--- config.mk ---
export PLATFORM = sky130hd
export DESIGN_NAME = shift_arbiter
export DESIGN_NICKNAME = d
export VERILOG_FILES = /design/src/rtl/shift_arbiter.sv
export SDC_FILE = /design/constraint.sdc
export NUM_CORES = 1
export LEC_CHECK = 0
export ABC_AREA = 1
export BUFFER_PORTS_ARGS = -buffer_cell sky130_fd_sc_hd__buf_2
export CAP_MARGIN = 20
export CORE_ASPECT_RATIO = 0.8
export CORE_UTILIZATION = 40
export DETAILED_ROUTE_END_ITERATION = 6
export PLACE_DENSITY = 0.71
export SLEW_MARGIN = 25
export SYNTH_ARGS = -nofsm -noshare
export SYNTH_HDL_FRONTEND = slang
export SYNTH_SLANG_ARGS = --single-unit
--- constraint.sdc ---
create_clock -name clk -period 1.8 [get_ports clk]
set_input_delay 0.36 -clock clk [delete_from_list [all_inputs] [get_ports clk]]
set_output_delay 0.36 -clock clk [all_outputs]
set_load 0.05 [all_outputs]
--- src/rtl/shift_arbiter.sv ---
// Round-robin arbiter sharing one external 8-bit logical right shifter between two requesters.
// Optional macro SHIFT_ARB_SAT_EN: shift amounts of 8 or more yield 8'h00 instead of B mod 8.
module shift_arbiter (
    input  logic       clk,
    input  logic       rst_n,
    input  logic       r0_valid,
    output logic       r0_ready,
    input  logic [7:0] r0_a,
    input  logic [7:0] r0_b,
    input  logic       r1_valid,
    output logic       r1_ready,
    input  logic [7:0] r1_a,
    input  logic [7:0] r1_b,
    output logic [7:0] sh_a,
    output logic [7:0] sh_b,
    input  logic [7:0] sh_res,
    output logic       out_valid,
    input  logic       out_ready,
    output logic [7:0] out_res,
    output logic       out_id
);

    typedef enum logic [1:0] {
        IDLE = 2'd0,
        EXEC = 2'd1,
        DONE = 2'd2
    } state_t;

    state_t     state_r;
    state_t     state_s;
    logic       last_gnt_r;
    logic [7:0] op_a_r;
    logic [7:0] op_b_r;
    logic       op_id_r;
    logic [7:0] out_res_r;
    logic       out_id_r;
    logic       out_valid_r;

    logic       gnt_id_s;
    logic       accept_s;
    logic [7:0] res_s;

    // Grant selection; ready is gated by rst_n so it drops the instant reset asserts.
    always_comb begin
        gnt_id_s = 1'b0;
        if (r0_valid && r1_valid) begin
            gnt_id_s = ~last_gnt_r;
        end else if (r1_valid) begin
            gnt_id_s = 1'b1;
        end else begin
            gnt_id_s = 1'b0;
        end
        accept_s = rst_n && (state_r == IDLE) && (r0_valid || r1_valid);
        r0_ready = accept_s && !gnt_id_s;
        r1_ready = accept_s && gnt_id_s;
    end

    // Result post-processing applied at capture time.
    always_comb begin
        res_s = sh_res;
`ifdef SHIFT_ARB_SAT_EN
        if (op_b_r[7:3] != 5'd0) begin
            res_s = 8'h00;
        end else begin
            res_s = sh_res;
        end
`endif
    end

    // Next-state logic.
    always_comb begin
        state_s = state_r;
        case (state_r)
            IDLE: begin
                if (accept_s) begin
                    state_s = EXEC;
                end else begin
                    state_s = IDLE;
                end
            end
            EXEC: state_s = DONE;
            DONE: begin
                if (out_ready) begin
                    state_s = IDLE;
                end else begin
                    state_s = DONE;
                end
            end
            default: state_s = IDLE;
        endcase
    end

    // State register.
    always_ff @(posedge clk or negedge rst_n) begin
        if (!rst_n) begin
            state_r <= IDLE;
        end else begin
            state_r <= state_s;
        end
    end

    // Operand latch, round-robin pointer and registered result channel.
    always_ff @(posedge clk or negedge rst_n) begin
        if (!rst_n) begin
            last_gnt_r  <= 1'b1;
            op_a_r      <= 8'h00;
            op_b_r      <= 8'h00;
            op_id_r     <= 1'b0;
            out_res_r   <= 8'h00;
            out_id_r    <= 1'b0;
            out_valid_r <= 1'b0;
        end else begin
            if (accept_s) begin
                op_a_r     <= gnt_id_s ? r1_a : r0_a;
                op_b_r     <= gnt_id_s ? r1_b : r0_b;
                op_id_r    <= gnt_id_s;
                last_gnt_r <= gnt_id_s;
            end
            if (state_r == EXEC) begin
                out_res_r   <= res_s;
                out_id_r    <= op_id_r;
                out_valid_r <= 1'b1;
            end else if ((state_r == DONE) && out_ready) begin
                out_valid_r <= 1'b0;
            end
        end
    end

    assign sh_a      = op_a_r;
    assign sh_b      = op_b_r;
    assign out_res   = out_res_r;
    assign out_id    = out_id_r;
    assign out_valid = out_valid_r;

endmodule

=== Yosys cells after proc, flatten, opt, wreduce, memory -nomap -nowiden ===
Cells that the tools add are included.

* Reductions and logical operators: 10
* Bitwise operators: 1
* Eq/ne operators: 2
* Muxes and demuxes: 9

{| class="wikitable"
|+ Operator list
! kind !! number
|-
| $mux W8 || 2
|-
| $logic_and A1 B1 Y1 || 6
|-
| $pmux W2 S3 || 1
|-
| $mux W1 || 5
|-
| $eq A2 B1 Y1 const B || 1
|-
| $eq A2 B2 Y1 const B || 1
|-
| $logic_not A2 Y1 || 1
|-
| $mux W2 || 1
|-
| $reduce_bool A2 Y1 || 1
|-
| $logic_not A1 Y1 || 1
|-
| $logic_or A1 B1 Y1 || 1
|-
| $not A1 Y1 || 1
|}

* Input port bits: 45
* Output and inout bits: 28
* Bits in registers: 30

=== Longest topological paths before layout ===
Gate-level depths: netlist of the first run.

* Word-level depth: 5
* Depth in mapped cells: 7
* Gate-level depth less buffers: 6

=== Worst setup path before layout of the first run ===
No wires, ideal clock.

* Path kind: register to output
* From: register last_gnt_r
* To: output r0_ready
* Required time: 1,440 ps
* Cell stages (with the launch flop): 6
* Arrival time: 1,545 ps
* Path buffers: 1
* Path slack: -105 ps
* Path through: dfstp_2 -> nand2_2 -> nand2_4 -> buf_6 -> inv_2 -> nor2_1

* Longest elaborated chain between the ends: 4

{| class="wikitable"
|+ Ends and longest elaborated chain
! what !! RTL line !! source
|-
| from (decl) || 31 || <nowiki>logic last_gnt_r;</nowiki>
|-
| from (signal assigned) || 117 || <nowiki>last_gnt_r <= gnt_id_s;</nowiki>
|-
| $not A1 Y1 || 47 || <nowiki>gnt_id_s = ~last_gnt_r;</nowiki>
|-
| $mux W1 || 46 || <nowiki>if (r0_valid && r1_valid) begin</nowiki>
|-
| $logic_not A1 Y1 || 54 || <nowiki>r0_ready = accept_s && !gnt_id_s;</nowiki>
|-
| $logic_and A1 B1 Y1 || 54 ||
|-
| to (decl) || 7 || <nowiki>output logic r0_ready,</nowiki>
|}

Every way passes these cells.

=== Worst setup path in the final report of the first run ===
* From: register last_gnt_r
* To: output r1_ready

* Longest elaborated chain between the ends: 3

{| class="wikitable"
|+ Ends and longest elaborated chain
! what !! RTL line !! source
|-
| $not A1 Y1 || 47 ||
|-
| $mux W1 || 46 ||
|-
| $logic_and A1 B1 Y1 || 55 || <nowiki>r1_ready = accept_s && gnt_id_s;</nowiki>
|-
| to (decl) || 11 || <nowiki>output logic r1_ready,</nowiki>
|}

Every way passes these cells.

==> metrics.csv, run 1 <==
metric;value;unit
cts_made_buffers;5;
dp_hpwl;2.49;mm
dieArea;0.00388;sq mm
vias;1416;
busiest_layer;met2;
dpl_cell_area;0.00186;sq mm
grt_start_max_net_pins;28;
die_h;55.9;um
reg2reg_to;sh_b[6];
netlist_instances;187;
antenna_found_initial;0;
synth_area_leaders;dfrtp_1, nand2_1, nand3_1;
synthDistinctLibCells;14;
rrSetupSlack;610;ps
via_per_inst;4.58;
firstDrtPassIters;4;
grt_pass1_wl;6.20;mm
portBuffers;72;
rows;19;
cts_buffer_depth;2;
grt_pass1_vias;1387;
p_leak;1.20;nW
worstSkewPairLatency;280;ps
ys_ff_latch;30;
critPathKind;reg2out;
start_util;0.422;
drv_cap;0;
r2r_cells;7;
worstPathArrival;1350;ps
slew_viol_final;0;
clkTransAtPathRegs;70;ps
globalRouteMet3Util;0.0562;
layout.nets;311;
hold_path_class;in2async;
fin_skew;4.43;ps
setup_violations;0;
fin_util;0.570;
period_share;0.951;
path_max_fanout;3;
fin_area;0.00197;sq mm
tns;0;ps
hold_viol_final;0;
drtAntennaViolNets;0;
n_antenna_cell;0;
r2r-start;last_gnt_r;
synth_top_cell_by_area;dfrtp_1;
regArea;752;sq um
area_growth;35.2;%
cts_tree;built;
slew_headroom;0.771;
worst_setup_path_end_kind;output port;
cts.sinks;30;
wire_per_inst;11.2;um
rsz0062_at_grt;false;
multi_input_comb_area;612;sq um
gp_congestion;0.713;
status;finished, final reports clean;
fin_crit;1710;ps
syn-mean-instance-area;7.77;sq um
final_cell_mix;nand2_1, buf_2, dfrtp_1;
io_pins;73;
layout_commonest_cell;nand2_1;
synthDominantCellAreaShare;0.499;
cts_root_buf;clkbuf_8;
syn_area;0.00145;sq mm
grt-ovfl-total;0;
wl;3.47;mm
fmax;0.584;GHz
grt.met2_usage;0.325;
syn-num-nets;232;
htreeDepth;2;
synth-warning-count;0;
powerDensity;1790;mW/mm^2
ir_drop;964;uV
fillers;330;
startpoint_type;flip-flop;
grtUsageMet1;0.264;
worst_pin_slew;344;ps
drt-initial-drc-count;114;
required;1440;ps
ys_seq_area_frac;0.517;
drc;0;
drive_gt1_frac;0.363;
die_width;69.4;um
globalRouteTotalUtil;0.209;
coreArea;0.00345;sq mm
layout make-up:
type,count,area share
flip-flops and latches,30,0.383
multi-input cells,142,0.311
clock buffers,7,0.0439
inverters,6,0.0115
repair buffers,81,0.222
well taps,42,0.0267
clock inverters,1,0.00255
Yosys cell counts, drive strengths merged:
cell type  number
nand2         109
nor2            4
dfstp           1
nand3          27
inv             6
buf             9
nor3            1
dfrtp          29
o21ai           1
worst max-delay path, cell delays in order, from the launching register on:
cell and delay [ps]:
dfstp_2 550, nand2_2 70, nand2_4 60, inv_2 40
nand2_1 100, inv_1 60, buf_4 180
sequential cells by signal, summed over array words and instances (netlist names):
register	count
sh_b	8
sh_a	8
last_gnt_r	1
op_id_r	1
state_r	2
out_res	8
out_valid	1
out_id	1
what timing repair did:
| action | in CTS | in global routing |
|---|---|---|
| endpoints found under the hold margin | 3 | 0 |
| buffers inserted | 0 | 0 |
| setup endpoints to repair | 0 | 2 |
| resized for setup | 0 | 3 |
| hold buffers | 1 | 0 |
cells by family (layout without fill, tap and decap cells):
family          after synthesis  count (layout)  share of synthesized area
buf+inv                      15              95                     0.0637
simple gates                141             141                      0.416
compound gates                1               1                    0.00344
flops                        30              30                      0.517
layer usage:
layer / wire, um / vias up
met3: 221 / 5
met2: 1510 / 50
met5: 0 / -
met1: 1680 / 624
li1: - / 737
met4: 60 / 0
through the flow:
stage	setup WS (ps)	cells	hold WS, ps	power, W
after global routing	13.9	309	152	0.00373
after floorplan	119	187	64.4	0.00252
after CTS	4.38	309	129	0.00355
final	87.9	309	124	0.00352
after global placement	267	300	182	0.00296
after detailed placement	248	300	183	0.00297
power breakdown:
group          internal, W  switching [W]  total, W
clock             0.000308       0.000246  0.000554
combinational     0.000425        0.00141   0.00184
sequential        0.000970       0.000153   0.00112
worst max path at each step:
stage	to	cells after the start	startpoint	slack, ps
after floorplan	r0_ready	5	last_gnt_r	120
after global placement	r1_ready	6	rst_n	270
after detailed placement	r1_ready	6	rst_n	250
after CTS	r1_ready	6	state_r[0]	4
after global routing	r1_ready	6	state_r[0]	10
final	r1_ready	6	last_gnt_r	90
Power figures use the tool's default switching activity.
==> run 2: changes to the inputs <==
==> constraint.sdc (replaced) <==
create_clock -name clk -period 2.2 [get_ports clk]
set_input_delay 0.22 -clock clk [delete_from_list [all_inputs] [get_ports clk]]
set_output_delay 0.22 -clock clk [all_outputs]
set_load 0.05 [all_outputs]
==> run 2 against run 1 <==
Compared with the run above:
- global-route usage decreased by 3.0 points
- hold slack gained 59 ps
- via count shrank 3.1%
- critical endpoint is now r0_ready
- largest cell class unchanged
==> metrics.csv, run 2 (synthesis results as in run 1) <==
metric;value;unit
met1_length;1.63;mm
wl_met2;1.34;mm
rsz0062_at_grt;false;
htreeDepth;2;
cts_root_buf;clkbuf_8;
r2r_cells;5;
cts_resized;0;
wl;3.23;mm
critPathKind;reg2out;
via_per_inst;4.53;
dpl_cell_area;0.00181;sq mm
slew_headroom;0.751;
wl_met3;212;um
period_share;0.865;
fillers;345;
p_leak;1.17;nW
firstDrtPassIters;4;
hold_ws;183;ps
cts.sinks;30;
power;0.00282;W
layout_commonest_cell;nand2_1;
worst_pin_slew;373;ps
setup_violations;0;
fmax;0.525;GHz
wire_per_inst;10.7;um
layout.nets;305;
worstPathArrival;1680;ps
globalRouteTotalUtil;0.179;
die_width;69.4;um
fin_skew;3.89;ps
tns;0;ps
path_max_fanout;17;
vias;1372;
startpoint_type;flip-flop;
cts_made_buffers;5;
grt_pass1_wl;5.45;mm
fin_util;0.555;
dieArea;0.00388;sq mm
coreArea;0.00345;sq mm
powerDensity;1470;mW/mm^2
rows;19;
dp_hpwl;2.35;mm
hold_depth;3;
status;finished, final reports clean;
drt-initial-drc-count;111;
start_util;0.422;
antenna_found_initial;0;
worst_setup_path_end_kind;output port;
fin_area;0.00191;sq mm
n_antenna_cell;0;
required;1980;ps
drtAntennaViolNets;0;
slew_viol_final;0;
cts_buffer_depth;2;
fin_crit;1900;ps
ir_drop;631;uV
postCtsSetupRepairBufs;0;
io_pins;73;
grt_start_max_net_pins;27;
cts_tree;built;
hold_path_class;in2reg;
gp_congestion;0.743;
final_cell_mix;nand2_1, buf_2, dfrtp_1;
drc;0;
portBuffers;72;
cts_hold_buf;1;
grt_pass1_vias;1285;
clkTransAtPathRegs;60;ps
die_h;55.9;um
grt-ovfl-total;0;
worstSkewPairLatency;270;ps
drive_gt1_frac;0.345;
hold_viol_final;0;
drv_cap;0;
top_layer_used;met4;
area_growth;31.6;%
[run 2: power by group]
part	switching, W	internal (W)
clock network	0.000182	0.000252
logic	0.00114	0.000321
registers	0.000132	0.000794
[run 2: metrics by stage]
| stage | worst slack (ps) | std cells |
|---|---|---|
| after global placement | 557 | 294 |
| after CTS | 276 | 303 |
| after detailed placement | 583 | 294 |
| final | 296 | 303 |
| after floorplan | 435 | 187 |
| after global routing | 176 | 303 |
[run 2: worst paths after layout]
path	from	slack, ps	to
min reg2reg	out_res[4]	470	out_res[4]
min in group asynchronous	rst_n	300	state_r[0]
min	sh_res[7]	180	out_res[7]
max	last_gnt_r	300	r0_ready
max in group asynchronous	rst_n	1300	last_gnt_r
max reg2reg	last_gnt_r	890	op_id_r
[run 2: per-layer routing]
| metal | global-route usage | vias to the layer above |
|---|---|---|
| li1 | - | 725 |
| met3 | 0.0507 | 7 |
| met1 | 0.234 | 590 |
| met4 | 0.0816 | 0 |
| met5 | 0 | - |
| met2 | 0.276 | 50 |
[run 2: worst max-delay path, cell delays in order, from the launching register on]
cell and delay (ps):
dfstp_2 530, nand2_2 200, nand2_4 240, inv_2 60, nor2_1 100, buf_2 270
[run 2: area by class of cell]
type / count / area (sq um) / share of cell area
tap: 42 / 52.6 / 0.0275
clock buffer: 7 / 86.3 / 0.0451
multi-input combinational: 142 / 609 / 0.319
clock inverter: 1 / 5.00 / 0.00262
inverter: 6 / 22.5 / 0.0118
timing repair buffer: 75 / 385 / 0.201
sequential: 30 / 752 / 0.393
